File: config.mk
export PLATFORM = sky130hd
export DESIGN_NAME = sys_nios2_qsys_0_oci_dct_packer
export DESIGN_NICKNAME = d
export VERILOG_FILES = /design/src/rtl/sys_nios2_qsys_0_oci_dct_packer.sv
export SDC_FILE = /design/constraint.sdc
export NUM_CORES = 1
export LEC_CHECK = 0
export BUFFER_PORTS_ARGS = -buffer_cell sky130_fd_sc_hd__buf_2
export CAP_MARGIN = 10
export CORE_MARGIN = 8
export CORE_UTILIZATION = 53
export DETAILED_ROUTE_END_ITERATION = 8
export GPL_ROUTABILITY_DRIVEN = 0
export GPL_TIMING_DRIVEN = 0
export PLACE_DENSITY = 0.79
export RECOVER_POWER = 100
export SLEW_MARGIN = 10
export SYNTH_ARGS = -nofsm -noshare
export SYNTH_HDL_FRONTEND = slang
export SYNTH_SLANG_ARGS = --single-unit
File: constraint.sdc
create_clock -name clk -period 3.2 [get_ports clk]
set_input_delay 0.64 -clock clk [delete_from_list [all_inputs] [get_ports clk]]
set_output_delay 0.64 -clock clk [all_outputs]
set_load 0.05 [all_outputs]
File: src/rtl/sys_nios2_qsys_0_oci_dct_packer.sv
// Packs 2-bit branch direction codes into 30-bit DCT frames.
// Closed frames go to a one-deep valid/ready output register.
module sys_nios2_qsys_0_oci_dct_packer #(
    parameter int DCT_ENTRIES = 15,
    parameter int CODE_W      = 2,
    parameter int BUF_W       = 30
) (
    input  logic              clk,
    input  logic              reset,
    input  logic              trc_on,
    input  logic              br_valid,
    input  logic [CODE_W-1:0] br_code,
    input  logic              flush_req,
    output logic [BUF_W-1:0]  dct_buffer,
    output logic [3:0]        dct_count,
    output logic              frm_valid,
    output logic [BUF_W-1:0]  frm_data,
    output logic [3:0]        frm_count,
    input  logic              frm_ready,
    output logic              overflow,
    input  logic              clr_overflow
);

    typedef enum logic {FILL, HOLD} state_t;

    localparam logic [3:0] LAST = 4'(DCT_ENTRIES - 1);

    state_t            state_q, state_d;
    logic [BUF_W-1:0]  buf_q, buf_d;
    logic [3:0]        cnt_q, cnt_d;
    logic              frm_valid_q, frm_valid_d;
    logic [BUF_W-1:0]  frm_data_q, frm_data_d;
    logic [3:0]        frm_count_q, frm_count_d;
    logic              ovf_q, ovf_d;

    logic              insert, out_free, close, ovf_set, load;
    logic [BUF_W-1:0]  post_buf, load_buf;
    logic [3:0]        post_cnt, load_cnt;

    always_comb begin
        insert   = trc_on & br_valid & (br_code != '0);
        out_free = ~frm_valid_q | frm_ready;
        post_buf = insert ? {buf_q[BUF_W-CODE_W-1:0], br_code} : buf_q;
        post_cnt = insert ? cnt_q + 4'd1 : cnt_q;
        close    = (insert & (cnt_q == LAST)) |
                   (flush_req & (post_cnt != 4'd0));

        state_d     = state_q;
        buf_d       = buf_q;
        cnt_d       = cnt_q;
        frm_valid_d = frm_valid_q & ~frm_ready;
        frm_data_d  = frm_data_q;
        frm_count_d = frm_count_q;
        ovf_set     = 1'b0;
        load        = 1'b0;
        load_buf    = '0;
        load_cnt    = '0;

        unique case (state_q)
            FILL: begin
                if (close && out_free) begin
                    load     = 1'b1;
                    load_buf = post_buf;
                    load_cnt = post_cnt;
                    buf_d    = '0;
                    cnt_d    = '0;
                end else begin
                    buf_d = post_buf;
                    cnt_d = post_cnt;
                    if (close) state_d = HOLD;
                end
            end
            HOLD: begin
                // Buffer already holds the closed frame, so a flush here
                // is redundant; only new codes are lost.
                ovf_set = insert;
                if (out_free) begin
                    load     = 1'b1;
                    load_buf = buf_q;
                    load_cnt = cnt_q;
                    buf_d    = '0;
                    cnt_d    = '0;
                    state_d  = FILL;
                end
            end
        endcase

        if (load) begin
            frm_valid_d = 1'b1;
            frm_data_d  = load_buf;
            frm_count_d = load_cnt;
        end

        ovf_d = ovf_set ? 1'b1 : (clr_overflow ? 1'b0 : ovf_q);
    end

    always_ff @(posedge clk or posedge reset) begin
        if (reset) begin
            state_q     <= FILL;
            buf_q       <= '0;
            cnt_q       <= '0;
            frm_valid_q <= 1'b0;
            frm_data_q  <= '0;
            frm_count_q <= '0;
            ovf_q       <= 1'b0;
        end else begin
            state_q     <= state_d;
            buf_q       <= buf_d;
            cnt_q       <= cnt_d;
            frm_valid_q <= frm_valid_d;
            frm_data_q  <= frm_data_d;
            frm_count_q <= frm_count_d;
            ovf_q       <= ovf_d;
        end
    end

    assign dct_buffer = buf_q;
    assign dct_count  = cnt_q;
    assign frm_valid  = frm_valid_q;
    assign frm_data   = frm_data_q;
    assign frm_count  = frm_count_q;
    assign overflow   = ovf_q;

endmodule

* After elaboration in Yosys (flattened, before gate mapping)
Index checks and enable logic that the tools add are counted.
** Word-level totals
- Register bits after elaboration :: 71
** Operators by class
- Add/sub/neg operators :: 1
- Equal/unequal tests :: 2
- Muxes and demuxes :: 25
- Bitwise logic cells :: 10
- Reduce and logical (&&, ||, !) cells :: 4
** Operators by type and width (count)
- 2-to-1 mux 30 bit :: 5
- case mux 30 bit (2 select lines) :: 2
- 2-to-1 mux 4 bit :: 5
- case mux 4 bit (2 select lines) :: 2
- 2-to-1 mux 1 bit :: 9
- bitwise AND 1 bit :: 5
- adder 4 x 1 -> 4 bit (second input constant) :: 1
- equality test 4 bit (second input constant) :: 1
- case mux 1 bit (2 select lines) :: 2
- nonzero test 2 bit :: 2
- nonzero test 4 bit :: 1
- NOT 1 bit :: 3
- inequality test 2 x 1 -> 1 bit (second input constant) :: 1
- OR 1 bit :: 2
- logical AND 1 bit :: 1

* Longest topological paths before layout
- Depth in word-level cells :: 10
- Depth in mapped cells :: 9
- Mapped depth without buffers :: 7

* Worst setup path before layout
OpenSTA, ideal clock, no wires.
- Path type :: register to register
- From :: register cnt_q[0], in the netlist dct_count[0]
- To :: register frm_count_q[0], in the netlist frm_count[0]
- Arrival time :: 2.592 ns
- Data required time :: 3.075 ns
- Slack :: 0.483 ns
- Stages on the path, launching flop included :: 9
- Period minus slack after synthesis :: 2.717 ns
- Cells stage by stage :: dfrtp_1 > inv_1 > ha_1 > inv_1 > or4_4 > a211o_1 > and2_1 > buf_6 > mux2_4
** On the way
- Cells in the longest elaborated chain, start to end :: 8
- Elaborated cells between the ends (all ways) :: 13
- Classes of those cells :: 1 x add/sub; 1 x eq/ne; 6 x mux; 3 x bitwise; 2 x reduce/logical
** Ends and longest elaborated chain
- start, declared :: RTL line 30 : logic [3:0] cnt_q, cnt_d;
- start signal, assigned :: RTL line 109 : cnt_q <= cnt_d;
- adder 4 x 1 -> 4 bit :: RTL line 44 : post_cnt = insert ? cnt_q + 4'd1 : cnt_q;
- 2-to-1 mux 4 bit :: RTL line 44
- nonzero test 4 bit :: RTL line 46 : (flush_req & (post_cnt != 4'd0));
- bitwise AND 1 bit :: RTL line 46
- OR 1 bit :: RTL line 45 : close = (insert & (cnt_q == LAST)) |
- logical AND 1 bit :: RTL line 61 : if (close && out_free) begin
- 2-to-1 mux 4 bit / 2-to-1 mux 1 bit (equally long branches) :: RTL line 61
- case mux 4 bit (2 select lines) / case mux 1 bit (2 select lines) (equally long branches) :: RTL line 59 : unique case (state_q)
- end signal, assigned :: RTL line 112 : frm_count_q <= frm_count_d;
- end, declared :: RTL line 33 : logic [3:0] frm_count_q, frm_count_d;
Several ways; a longest one is shown, not always the timed one.
A chain may end at the register's enable or synchronous reset.

* Worst setup path after layout
- From :: register cnt_q[0], in the netlist dct_count[0]
- To :: register frm_data_q[10], in the netlist frm_data[10]
** On the way
- Cells in the longest elaborated chain, start to end :: 8
- Elaborated cells between the ends (all ways) :: 12
- Classes of those cells :: 1 x add/sub; 1 x eq/ne; 5 x mux; 3 x bitwise; 2 x reduce/logical
** Ends and longest elaborated chain
- adder 4 x 1 -> 4 bit :: RTL line 44
- 2-to-1 mux 4 bit :: RTL line 44
- nonzero test 4 bit :: RTL line 46
- bitwise AND 1 bit :: RTL line 46
- OR 1 bit (*) :: RTL line 45
- logical AND 1 bit (*) :: RTL line 61
- 2-to-1 mux 30 bit / 2-to-1 mux 1 bit (equally long branches) :: RTL line 61
- case mux 30 bit (2 select lines) / case mux 1 bit (2 select lines) (equally long branches) :: RTL line 59
- end signal, assigned :: RTL line 111 : frm_data_q <= frm_data_d;
- end, declared :: RTL line 32 : logic [BUF_W-1:0] frm_data_q, frm_data_d;
Mark *: on every way between the ends. The rest lies on a longest branch, timed or not.

==> metrics.yaml <==
clkLatencyLatePin_ns: 0.35
maxCapViolations: 0
worstSetupStartpointType: "flip-flop"
vdd_drop_max_v: 0.0006450
via_count: 2996
max_freq_ghz: 0.3573
yosysUniqueCellTypes: 39
routed_wl_mm: 8.959
synth.area.top_cells: "dfrtp_1, a21oi_1, a221o_1, nand2_1, a211oi_1"
synth_edf_count: 0
grtUsageTotal_pct: 20.78
core_um2: 6241
finalSetupTns_ns: 0
min_period_ns: 2.799
final_antenna_net_count: 0
final_cell_mix: "clkbuf_1, dfrtp_1, nand2_1"
post-route-period-util_pct: 87.46
post_dp_cell_area_um2: 3882
design_area_um2: 3964
slew_viol_final: 0
nNetsFinal: 453
area_delta_synth_final_pct: 17.77
avgRoutedWirePerCell_um: 17.10
synth.top_cell.area_share_pct: 52.79
p_leak_uw: 0.001726
fp.dieArea_um2: 9157
root_buffer: "clkbuf_8"
top_usage_layer: "met2"
clock-sinks: 71
die_h_um: 95.69
rows: 29
crit_arrival_ns: 3.09
min_path_type: "in -> async"
synthArstFlopShare_pct: 100.0
grt_pass1_vias: 2980
fillers: 554
hold_viol: 0
relSlewSlack_pct: 14.06
layout-drive-gt1-share_pct: 7.159
status: "finished, final reports clean"
start_util_pct: 53.93
port_buffers: 78
tightest_slew_ns: 1.289
antennaDiodeCount: 0
cts_resized: 0
synth_seq_cells: 71
h-tree-depth: 3
postCtsHoldBufs: 0
setup_violations: 0
fin_skew_ns: 0.009286
io_pins: 79
grt_max_degree: 54
worst-endpoint-required_ns: 3.49
synth.largest_area_cell: "dfrtp_1"
grt_pass1_wl_mm: 14.70
mostFrequentLayoutCell: "clkbuf_1"
grt_use_met2_pct: 32.97
grtUsageMet1_pct: 25.06
synth.avg_cell_area_um2: 9.562
netlist_area_um2: 3366
route.detailed.drc: 0
end_kind: "flip-flop"
synthCells: 352
yosys_most_used_dff: "dfrtp_1"
crit_fanout: 10
clk_path_buf_depth: 2
ys_warn_count: 0
cts-buffers-inserted: 9
die_w_um: 95.69
powerDensity_nw_per_um2: 995.7
drt_iter0_markers: 151
ys_seq_area_share_pct: 52.79
final-seq-area_um2: 1777
met3_usage_pct: 6.162
rsz0062_at_grt: "no"
dp_hpwl_mm: 6.260
grt_antenna_before_repair: 0
viasPerCell: 5.718
worst-setup-path-type: "reg -> reg"
first_pass_iters: 6
post_cts_buffers: 0
path_clk_slew_ns: 0.08
cts_tree: "done"
multi_input_area_um2: 1346
synth_nets: 363
grt.overflow.total: 0
## routing by layer
| metal | vias to the layer above | part of all wire [%] |
|---|---|---|
| met3 | 14 | 8.5 |
| met2 | 126 | 48 |
| met1 | 1440 | 42 |
| met5 | - | 0 |
| met4 | 0 | 1.6 |
| li1 | 1416 | - |
## report_power, final
group          switching [µW]  internal [µW]
sequential                187           1110
clock                     347            520
combinational            1400            390
total                    1930           2020
## final timing paths
path / startpoint / end / slack [ns] / depth (start not counted)
min in group clk: clr_overflow / overflow$_DFFE_PP0P_ / 0.47 / 2
setup reg to reg: dct_count[0]$_DFFE_PP0P_ / frm_data[10]$_DFFE_PP0P_ / 0.40 / 8
setup / recovery: dct_count[0]$_DFFE_PP0P_ / frm_data[10]$_DFFE_PP0P_ / 0.40 / 8
hold / removal: reset / frm_data[18]$_DFFE_PP0P_ / 0.37 / 2
max in group asynchronous: reset / dct_buffer[2]$_DFFE_PP0P_ / 1.15 / 3
hold reg to reg: frm_count[2]$_DFFE_PP0P_ / frm_count[2]$_DFFE_PP0P_ / 0.49 / 1
## state kept, by name (all words and copies together) (netlist names)
name / count
frm_data: 30
dct_count: 4
overflow: 1
frm_count: 4
state_q: 1
frm_valid: 1
dct_buffer: 30
## critical path, cell delays in order, from the launching register on
cell and delay, ns:
dfrtp_1 0.46, inv_1 0.12, ha_1 0.33, inv_1 0.07, or4_1 0.55, a211o_1 0.37
nand2_1 0.17, clkbuf_1 0.42, a221o_1 0.25
## Yosys cell counts (2+ instances only)
library cell,number
nand2_1,49
mux2_4,2
and2_1,2
nand3b_1,2
inv_1,24
nor2_1,40
ha_1,2
a211oi_1,20
clkbuf_1,16
buf_6,3
and3_1,2
nor4_1,3
dfrtp_1,71
o21a_1,2
a221o_1,21
o21ai_0,3
nor3_1,2
a31oi_1,4
a21oi_1,45
mux2i_1,9
xnor2_1,2
nand3_1,5
buf_2,7
## cell type report
class	instances	area share [%]
buffer	27	2.715
sequential	71	44.82
tap	77	2.431
clock inverter	5	2.683
timing repair buffer	79	7.765
inverter	24	2.304
multi-input combinational	230	33.96
clock buffer	11	3.314
## per-stage QoR
stage          hold slack, ns  setup slack, ns  instances  total power (µW)  utilization, %
6_report               0.3703           0.4012        524              3947           63.51
5_1_grt                0.4058           0.2102        524              4160           63.51
4_1_cts                0.2068           0.6056        524              4079           66.02
3_5_place_dp           0.4921           0.4808        508              3200           62.21
3_3_place_gp           0.4911         -0.03597        507              3159           61.73
2_1_floorplan          0.5977           0.4826        352              2724               -
## cell families after synthesis
group           synth area share (%)
buf+inv                        6.617
flops                          52.79
compound gates                 21.34
mux                            3.569
xor+xnor                      0.5205
simple gates                   14.42
fa+ha+maj                     0.7434
(Power assumes the default switching activity.)
